$ cat src/rtl/rbfu_out_xbar_if.sv
// Bundle of control, data and result signals between the RBFU result
// crossbar and its surroundings; the crossbar uses the slave view.
interface rbfu_out_xbar_if #(
    parameter int N_LANES = 4,
    parameter int DATA_W  = 12,
    parameter int SEL_W   = 2
);
    logic                        sel_valid;
    logic [N_LANES*SEL_W-1:0]    sel_BI_bus;
    logic [N_LANES-1:0]          lane_mask;
    logic                        mode_bypass;
    logic [N_LANES*DATA_W-1:0]   bf_out_bus;
    logic                        err_clr;
    logic [N_LANES*DATA_W-1:0]   d_in_bus;
    logic                        d_in_valid;
    logic [N_LANES-1:0]          d_in_we;
    logic                        sel_err;

    modport master (
        output sel_valid, sel_BI_bus, lane_mask, mode_bypass, bf_out_bus, err_clr,
        input  d_in_bus, d_in_valid, d_in_we, sel_err
    );

    modport slave (
        input  sel_valid, sel_BI_bus, lane_mask, mode_bypass, bf_out_bus, err_clr,
        output d_in_bus, d_in_valid, d_in_we, sel_err
    );
endinterface

$ cat src/rtl/rbfu_out_xbar.sv
// Gather crossbar from butterfly result lanes to bank write ports. Control
// words are delayed SEL_DELAY cycles to meet their butterfly data.
module rbfu_out_xbar #(
    parameter int N_LANES   = 4,
    parameter int DATA_W    = 12,
    parameter int SEL_W     = 2,
    parameter int SEL_DELAY = 4
) (
    input logic           clk,
    input logic           rst,
    rbfu_out_xbar_if.slave xb
);

    // Aligned control word as seen together with the current bf_out_bus.
    logic                        al_valid_s;
    logic [N_LANES*SEL_W-1:0]    al_sel_s;
    logic [N_LANES-1:0]          al_mask_s;
    logic                        al_bypass_s;

    logic [N_LANES*DATA_W-1:0]   route_bus_s;
    logic [N_LANES-1:0]          route_we_s;
    logic                        err_set_s;
    logic [SEL_W-1:0]            lane_sel_s;
    logic                        lane_ok_s;

    logic [N_LANES*DATA_W-1:0]   d_in_bus_r;
    logic                        d_in_valid_r;
    logic [N_LANES-1:0]          d_in_we_r;
    logic                        sel_err_r;

    function automatic logic sel_in_range(input logic [SEL_W-1:0] s);
        return (32'(s) < 32'(N_LANES));
    endfunction

    // Loop-based mux keeps out-of-range codes from indexing past the bus.
    function automatic logic [DATA_W-1:0] pick_lane(
        input logic [N_LANES*DATA_W-1:0] src,
        input logic [SEL_W-1:0]          s
    );
        logic [DATA_W-1:0] res;
        res = {DATA_W{1'b0}};
        for (int i = 0; i < N_LANES; i++) begin
            res = (s == SEL_W'(i)) ? src[i*DATA_W +: DATA_W] : res;
        end
        return res;
    endfunction

    generate
        if (SEL_DELAY == 0) begin : g_nodly
            assign al_valid_s  = xb.sel_valid;
            assign al_sel_s    = xb.sel_BI_bus;
            assign al_mask_s   = xb.lane_mask;
            assign al_bypass_s = xb.mode_bypass;
        end else begin : g_dly
            logic                     pipe_valid_r  [SEL_DELAY];
            logic [N_LANES*SEL_W-1:0] pipe_sel_r    [SEL_DELAY];
            logic [N_LANES-1:0]       pipe_mask_r   [SEL_DELAY];
            logic                     pipe_bypass_r [SEL_DELAY];

            // Control shift pipe; reset flushes every in-flight word.
            always_ff @(posedge clk or negedge rst) begin
                if (!rst) begin
                    for (int k = 0; k < SEL_DELAY; k++) begin
                        pipe_valid_r[k]  <= 1'b0;
                        pipe_sel_r[k]    <= '0;
                        pipe_mask_r[k]   <= '0;
                        pipe_bypass_r[k] <= 1'b0;
                    end
                end else begin
                    pipe_valid_r[0]  <= xb.sel_valid;
                    pipe_sel_r[0]    <= xb.sel_BI_bus;
                    pipe_mask_r[0]   <= xb.lane_mask;
                    pipe_bypass_r[0] <= xb.mode_bypass;
                    for (int k = 1; k < SEL_DELAY; k++) begin
                        pipe_valid_r[k]  <= pipe_valid_r[k-1];
                        pipe_sel_r[k]    <= pipe_sel_r[k-1];
                        pipe_mask_r[k]   <= pipe_mask_r[k-1];
                        pipe_bypass_r[k] <= pipe_bypass_r[k-1];
                    end
                end
            end

            assign al_valid_s  = pipe_valid_r[SEL_DELAY-1];
            assign al_sel_s    = pipe_sel_r[SEL_DELAY-1];
            assign al_mask_s   = pipe_mask_r[SEL_DELAY-1];
            assign al_bypass_s = pipe_bypass_r[SEL_DELAY-1];
        end
    endgenerate

    // Per-lane routing, write enables and out-of-range detection.
    always_comb begin
        route_bus_s = '0;
        route_we_s  = '0;
        err_set_s   = 1'b0;
        lane_sel_s  = '0;
        lane_ok_s   = 1'b0;
        for (int j = 0; j < N_LANES; j++) begin
            lane_sel_s = al_sel_s[j*SEL_W +: SEL_W];
            if (al_bypass_s) begin
                route_bus_s[j*DATA_W +: DATA_W] = xb.bf_out_bus[j*DATA_W +: DATA_W];
                lane_ok_s = 1'b1;
            end else if (sel_in_range(lane_sel_s)) begin
                route_bus_s[j*DATA_W +: DATA_W] = pick_lane(xb.bf_out_bus, lane_sel_s);
                lane_ok_s = 1'b1;
            end else begin
                route_bus_s[j*DATA_W +: DATA_W] = {DATA_W{1'b0}};
                lane_ok_s = 1'b0;
            end
            route_we_s[j] = al_valid_s & al_mask_s[j] & lane_ok_s;
            // Only lanes that would really be written can raise the error.
            if (al_valid_s && al_mask_s[j] && !lane_ok_s) begin
                err_set_s = 1'b1;
            end else begin
                err_set_s = err_set_s;
            end
        end
    end

    // Output register; data holds when no aligned word is valid.
    always_ff @(posedge clk or negedge rst) begin
        if (!rst) begin
            d_in_bus_r   <= '0;
            d_in_valid_r <= 1'b0;
            d_in_we_r    <= '0;
        end else if (al_valid_s) begin
            d_in_bus_r   <= route_bus_s;
            d_in_valid_r <= 1'b1;
            d_in_we_r    <= route_we_s;
        end else begin
            d_in_bus_r   <= d_in_bus_r;
            d_in_valid_r <= 1'b0;
            d_in_we_r    <= '0;
        end
    end

    // Sticky error flag; a new error beats a simultaneous clear.
    always_ff @(posedge clk or negedge rst) begin
        if (!rst) begin
            sel_err_r <= 1'b0;
        end else if (err_set_s) begin
            sel_err_r <= 1'b1;
        end else if (xb.err_clr) begin
            sel_err_r <= 1'b0;
        end else begin
            sel_err_r <= sel_err_r;
        end
    end

    assign xb.d_in_bus   = d_in_bus_r;
    assign xb.d_in_valid = d_in_valid_r;
    assign xb.d_in_we    = d_in_we_r;
    assign xb.sel_err    = sel_err_r;

endmodule

$ cat src/flat_wrapper.sv
// flat-port wrapper written by rule: the top's interface ports become plain ports
module rbfu_out_xbar_flat 
#(
    parameter int N_LANES   = 4,
    parameter int DATA_W    = 12,
    parameter int SEL_W     = 2,
    parameter int SEL_DELAY = 4
)
  (clk, rst, xb_sel_valid, xb_sel_BI_bus, xb_lane_mask, xb_mode_bypass, xb_bf_out_bus, xb_err_clr, xb_d_in_bus, xb_d_in_valid, xb_d_in_we, xb_sel_err);
  rbfu_out_xbar_if #(.N_LANES(N_LANES), .DATA_W(DATA_W), .SEL_W(SEL_W)) xb_i ();
  input logic clk;
  input logic rst;
  input wire logic [$bits(xb_i.sel_valid)-1:0] xb_sel_valid;
  input wire logic [$bits(xb_i.sel_BI_bus)-1:0] xb_sel_BI_bus;
  input wire logic [$bits(xb_i.lane_mask)-1:0] xb_lane_mask;
  input wire logic [$bits(xb_i.mode_bypass)-1:0] xb_mode_bypass;
  input wire logic [$bits(xb_i.bf_out_bus)-1:0] xb_bf_out_bus;
  input wire logic [$bits(xb_i.err_clr)-1:0] xb_err_clr;
  output wire logic [$bits(xb_i.d_in_bus)-1:0] xb_d_in_bus;
  output wire logic [$bits(xb_i.d_in_valid)-1:0] xb_d_in_valid;
  output wire logic [$bits(xb_i.d_in_we)-1:0] xb_d_in_we;
  output wire logic [$bits(xb_i.sel_err)-1:0] xb_sel_err;
  assign xb_i.sel_valid = xb_sel_valid;
  assign xb_i.sel_BI_bus = xb_sel_BI_bus;
  assign xb_i.lane_mask = xb_lane_mask;
  assign xb_i.mode_bypass = xb_mode_bypass;
  assign xb_i.bf_out_bus = xb_bf_out_bus;
  assign xb_i.err_clr = xb_err_clr;
  assign xb_d_in_bus = xb_i.d_in_bus;
  assign xb_d_in_valid = xb_i.d_in_valid;
  assign xb_d_in_we = xb_i.d_in_we;
  assign xb_sel_err = xb_i.sel_err;
  rbfu_out_xbar #(.N_LANES(N_LANES), .DATA_W(DATA_W), .SEL_W(SEL_W), .SEL_DELAY(SEL_DELAY)) u_core (.clk(clk), .rst(rst), .xb(xb_i));
endmodule
$ cat config.mk
export PLATFORM = sky130hd
export DESIGN_NAME = rbfu_out_xbar_flat
export DESIGN_NICKNAME = d
export VERILOG_FILES = /design/src/rtl/rbfu_out_xbar_if.sv /design/src/rtl/rbfu_out_xbar.sv /design/src/flat_wrapper.sv
export SDC_FILE = /design/constraint.sdc
export NUM_CORES = 1
export LEC_CHECK = 0
export BUFFER_PORTS_ARGS = -buffer_cell sky130_fd_sc_hd__buf_2
export CAP_MARGIN = 15
export CORE_MARGIN = 2
export CORE_UTILIZATION = 58
export DETAILED_ROUTE_END_ITERATION = 8
export HOLD_SLACK_MARGIN = 0.02
export PLACE_DENSITY = 0.86
export SYNTH_ARGS = -nofsm -noshare
export SYNTH_HDL_FRONTEND = slang
export SYNTH_SLANG_ARGS = --single-unit
$ cat constraint.sdc
create_clock -name clk -period 3 [get_ports clk]
set_clock_uncertainty 0.1 [all_clocks]
set_input_delay 0.45 -clock clk [delete_from_list [all_inputs] [get_ports clk]]
set_output_delay 0.45 -clock clk [all_outputs]
set_load 0.03 [all_outputs]
# Yosys cells after proc, flatten, opt, wreduce, memory -nomap -nowiden
# Index checks and enable logic that the tools add are counted.
[classes]
n_eq_ne = 12
mux = 22
bitwise_logic = 4
reduce_logical = 4
[ops]
columns = ["op", "n"]
rows = [
  ["two-way mux 12 bit", 20],
  ["== test 2 bit (second input constant)", 8],
  ["== test 2 x 1 -> 1 bit (second input constant)", 4],
  ["zero test 2 bit", 4],
  ["AND 1 bit", 4],
  ["two-way mux 4 bit", 1],
  ["two-way mux 1 bit", 1],
]
[totals]
regBits = 109
in_bits = 65
output_inout_bits = 54

# Logic depth before layout (Yosys ltp)
[depth]
word_depth = 6
depth_mapped = 4

# Worst setup path after synthesis
# No wires, ideal clock.
[synth_timing]
kind = "flip-flop to flip-flop"
from = "reg u_core.g_dly.pipe_sel_r (netlist bit u_core.al_sel_s[0])"
to = "reg u_core.d_in_bus_r[10] (netlist: u_core.xb.d_in_bus[10])"
setup_ps = 137
arrival_ps = 1242
required_time_ps = 2763
setup_slack_ps = 1521
stages_incl_launch_ff = 5
n_path_buf = 1
period_less_slack_ps = 1479
cell_sequence = "dfrtp_1 buf_6 mux4_2 mux2i_1 a21oi_1"
[synth_via]
elab_chain_cells = 6
word_cells_on_any_way = 9
[synth_rtl]
columns = ["item", "line_no", "source"]
rows = [
  ["start: declaration", "rbfu_out_xbar.sv:56", "logic [N_LANES*SEL_W-1:0] pipe_sel_r [SEL_DELAY];"],
  ["start signal: indexed assignment", "rbfu_out_xbar.sv:76", "pipe_sel_r[k] <= pipe_sel_r[k-1];"],
  ["zero test 2 bit", "rbfu_out_xbar.sv:43", "res = (s == SEL_W'(i)) ? src[i*DATA_W +: DATA_W] : res;"],
  ["two-way mux 12 bit (3 in a row)", "rbfu_out_xbar.sv:43", ""],
  ["two-way mux 12 bit (*)", "rbfu_out_xbar.sv:43", ""],
  ["two-way mux 12 bit (*)", "rbfu_out_xbar.sv:99", "if (al_bypass_s) begin"],
  ["end signal: assignment", "rbfu_out_xbar.sv:126", "d_in_bus_r <= route_bus_s;"],
  ["end signal: assignment", "rbfu_out_xbar.sv:130", "d_in_bus_r <= d_in_bus_r;"],
  ["end: declaration", "rbfu_out_xbar.sv:26", "logic [N_LANES*DATA_W-1:0] d_in_bus_r;"],
]
# Mark *: on every way between the ends. The rest lies on a longest branch, timed or not.
# A chain may end at the register's enable or synchronous reset.

# Worst setup path after layout
[layout_timing]
from = "reg u_core.g_dly.pipe_sel_r (netlist bit u_core.al_sel_s[2])"
to = "reg u_core.d_in_bus_r[12] (netlist: u_core.xb.d_in_bus[12])"
# Same word-level chain as after synthesis.

==> metrics.cfg <==
[routing]
routed_wirelength_um=10900
wl_per_cell_um=19.3
drtIter0Drc=139
via_per_inst=5.87
dr.pass1.iters=4
drt.antenna.violating_nets=0
dr_total_vias=3323
drc=0

[clock_network]
cts_buffer_depth=2
clock-sinks=109
htree_levels=3
clk-insertion-delay-late_ns=0.38
post_cts_resized=0
clk_pin_slew_ns=0.13
root_buffer=clkbuf_8
cts_tree=built
ctsHoldBuffers=0
postCtsSetupRepairBufs=0
cts_buffers=9

[place]
numPortBuffers=116
dp_cells=550
hpwl_um=7380
dp_slack_ns=0.942
place.gp.congestion=0.824

[synth]
synth-main-ff-cell=dfrtp_1
synth_edf_count=0
yosys_register_bits=109
synthTopCellsByArea=dfrtp_1 56%, mux4_2 14%, mux2i_1 7.3%, a21oi_1 3.8%, nor2_1 3.7%
ys_seq_area_share_pct=55.6
yosys_warnings=0
syn-instance-count=348
synth_common_cells=109 x dfrtp_1, 48 x nor2_1, 37 x a21oi_1
synth_top_area_share_pct=55.6
syn_nets=413
syn_area_mm2=0.00491
avgSynthCellArea_um2=14.1
yosysUniqueCellTypes=19
async_reset_ff_share_pct=100
synth_top_cell_by_area=dfrtp_1
synth.most_common_cell=dfrtp_1

[pwr]
intPower_mw=2.21
seqPwrFrac_pct=50.8
power_frac_clock_pct=29.1
cellPowerDensity_mw_per_mm2=573
peakVddDrop_mv=0.377
switching_share_pct=33.2
p_sw_mw=1.09
combPwrFrac_pct=20.1
p_leak_nw=2.63

[timing]
fin_crit_sh_pct=68.9
hold_violations=0
slew_headroom_pct=41.5
period_needed_ns=2.07
rsz0062_at_grt=false
finalSetupTns_ns=0
setup_ws_ns=0.933
hold_ws_ns=0.0101
tightest_slew_ns=0.876
slew_violations=0
setup_violations=0
fmax_mhz=484

[critical_path]
crit_required_ns=3.14
worstPathCellList=mux4_1 -> mux2i_1 -> a21oi_1
arrival_ns=2.21
cpMaxStageDelayCell=dfrtp_1
max_stage_delay_ns=0.88
critical_path_peak_fanout=12
crit_path_start_kind=flop
end_kind=flop
critical_path_class=reg2reg

[finish]
layout-drive-gt1-share_pct=41.9
n_antenna_cell=0
syn_to_final_growth_pct=17.4
ff_latch_area_mm2=0.00273
multi_input_comb_area_mm2=0.00198
fin_cells=566
fill_cells=540
utilization_pct=70.2
nNetsFinal=521

[global_routing]
grt_max_degree=90
grt_pass1_vias=3174
grt-ovfl-total=0
grt_pass1_wl_um=16600
antenna_found_initial=0
grtUsageTotal_pct=24.5

[floorplanning]
num_io_pins=119
die-height_um=96.0
coreArea_mm2=0.00822
rows=33
start_util_pct=59.7
chipWidth_um=96.0
die-area_mm2=0.00922

[status]
status=completed

[hold_path]
hold_class=in2async

[job]
maxCapViolCount=0

## worst max-delay path, delay by kind of cell (launching register included)
family | cells | cell delay [ns]
flops | 1 | 0.88
mux | 2 | 0.84
compound gates | 1 | 0.09
## final timing paths
kind / slack [ns] / from / cells after the start / to
worst max-delay path: 0.93 / u_core.al_sel_s[2] / 3 / u_core.xb.d_in_bus[12]
worst min-delay path: 0.01 / rst / 1 / u_core.xb.d_in_valid
worst max register to register: 0.93 / u_core.al_sel_s[2] / 3 / u_core.xb.d_in_bus[12]
worst min register to register: 0.25 / u_core.g_dly.pipe_sel_r[16] / 0 / u_core.g_dly.pipe_sel_r[8]
max in group asynchronous: 2.02 / rst / 2 / u_core.al_bypass_s
min in group clk: 0.06 / xb_sel_valid / 1 / u_core.g_dly.pipe_valid_r[3]
## power by group through the flow
stage               logic (mW)  clock network [mW]  registers, mW
detailed placement       0.663                   0           1.70
CTS                      0.666               0.980           1.68
floorplan                0.285                   0           1.84
global route             0.712                1.04           1.69
finish                   0.663               0.962           1.68
global placement         0.650                   0           1.70
## state kept, by name, indices dropped and copies added, names as in the netlist
signal                      cells
u_core.g_dly.pipe_valid_r       3
u_core.g_dly.pipe_mask_r       12
u_core.xb.d_in_we               4
u_core.g_dly.pipe_bypass_r      3
u_core.al_mask_s                4
u_core.al_sel_s                 8
u_core.al_bypass_s              1
u_core.g_dly.pipe_sel_r        24
u_core.xb.d_in_bus             48
u_core.al_valid_s               1
u_core.xb.d_in_valid            1
## cell families after synthesis
kind of cell | after synthesis | synth area share (%)
flops | 109 | 55.6
mux | 84 | 27.1
compound gates | 61 | 8.72
simple gates | 55 | 4.56
buf+inv | 38 | 4.00
other cells | 1 | 0.0764
## layer usage
layer / vias up / GRT usage (%) / wire length (um)
met4: 0 / 10.8 / 255
met1: 1674 / 34.5 / 4550
met3: 20 / 5.87 / 901
met2: 134 / 36.9 / 5200
li1: 1495 / - / -
met5: - / 0 / 0
## area by class of cell
cell class | count | area share [%]
Clock inverter | 7 | 1.76
Multi-Input combinational cell | 201 | 34.4
Clock buffer | 9 | 2.15
Timing Repair Buffer | 123 | 11.2
Sequential cell | 109 | 47.4
Tap cell | 105 | 2.28
Inverter | 12 | 0.781
## cells in the final DEF (no fill, tap or decap), types with 6 or more instances in the layout
master | netlist | routed
buf_2 | 7 | 115
dfrtp_1 | 109 | 107
nor2_1 | 48 | 48
a21oi_1 | 37 | 37
mux2i_1 | 36 | 36
mux4_2 | 30 | 30
mux2_2 | 12 | 12
o22ai_1 | 12 | 12
inv_1 | 12 | 12
a221oi_2 | 10 | 10
clkbuf_8 | 0 | 9
buf_4 | 6 | 7
mux4_1 | 6 | 6
## metrics by stage
step	power [mW]	instance area, um^2
6_report	3.30	5760
3_3_place_gp	2.35	5540
4_1_cts	3.32	5760
5_1_grt	3.44	5760
3_5_place_dp	2.37	5540
2_1_floorplan	2.12	4910
No activity file was read; power rests on OpenSTA's default activity.
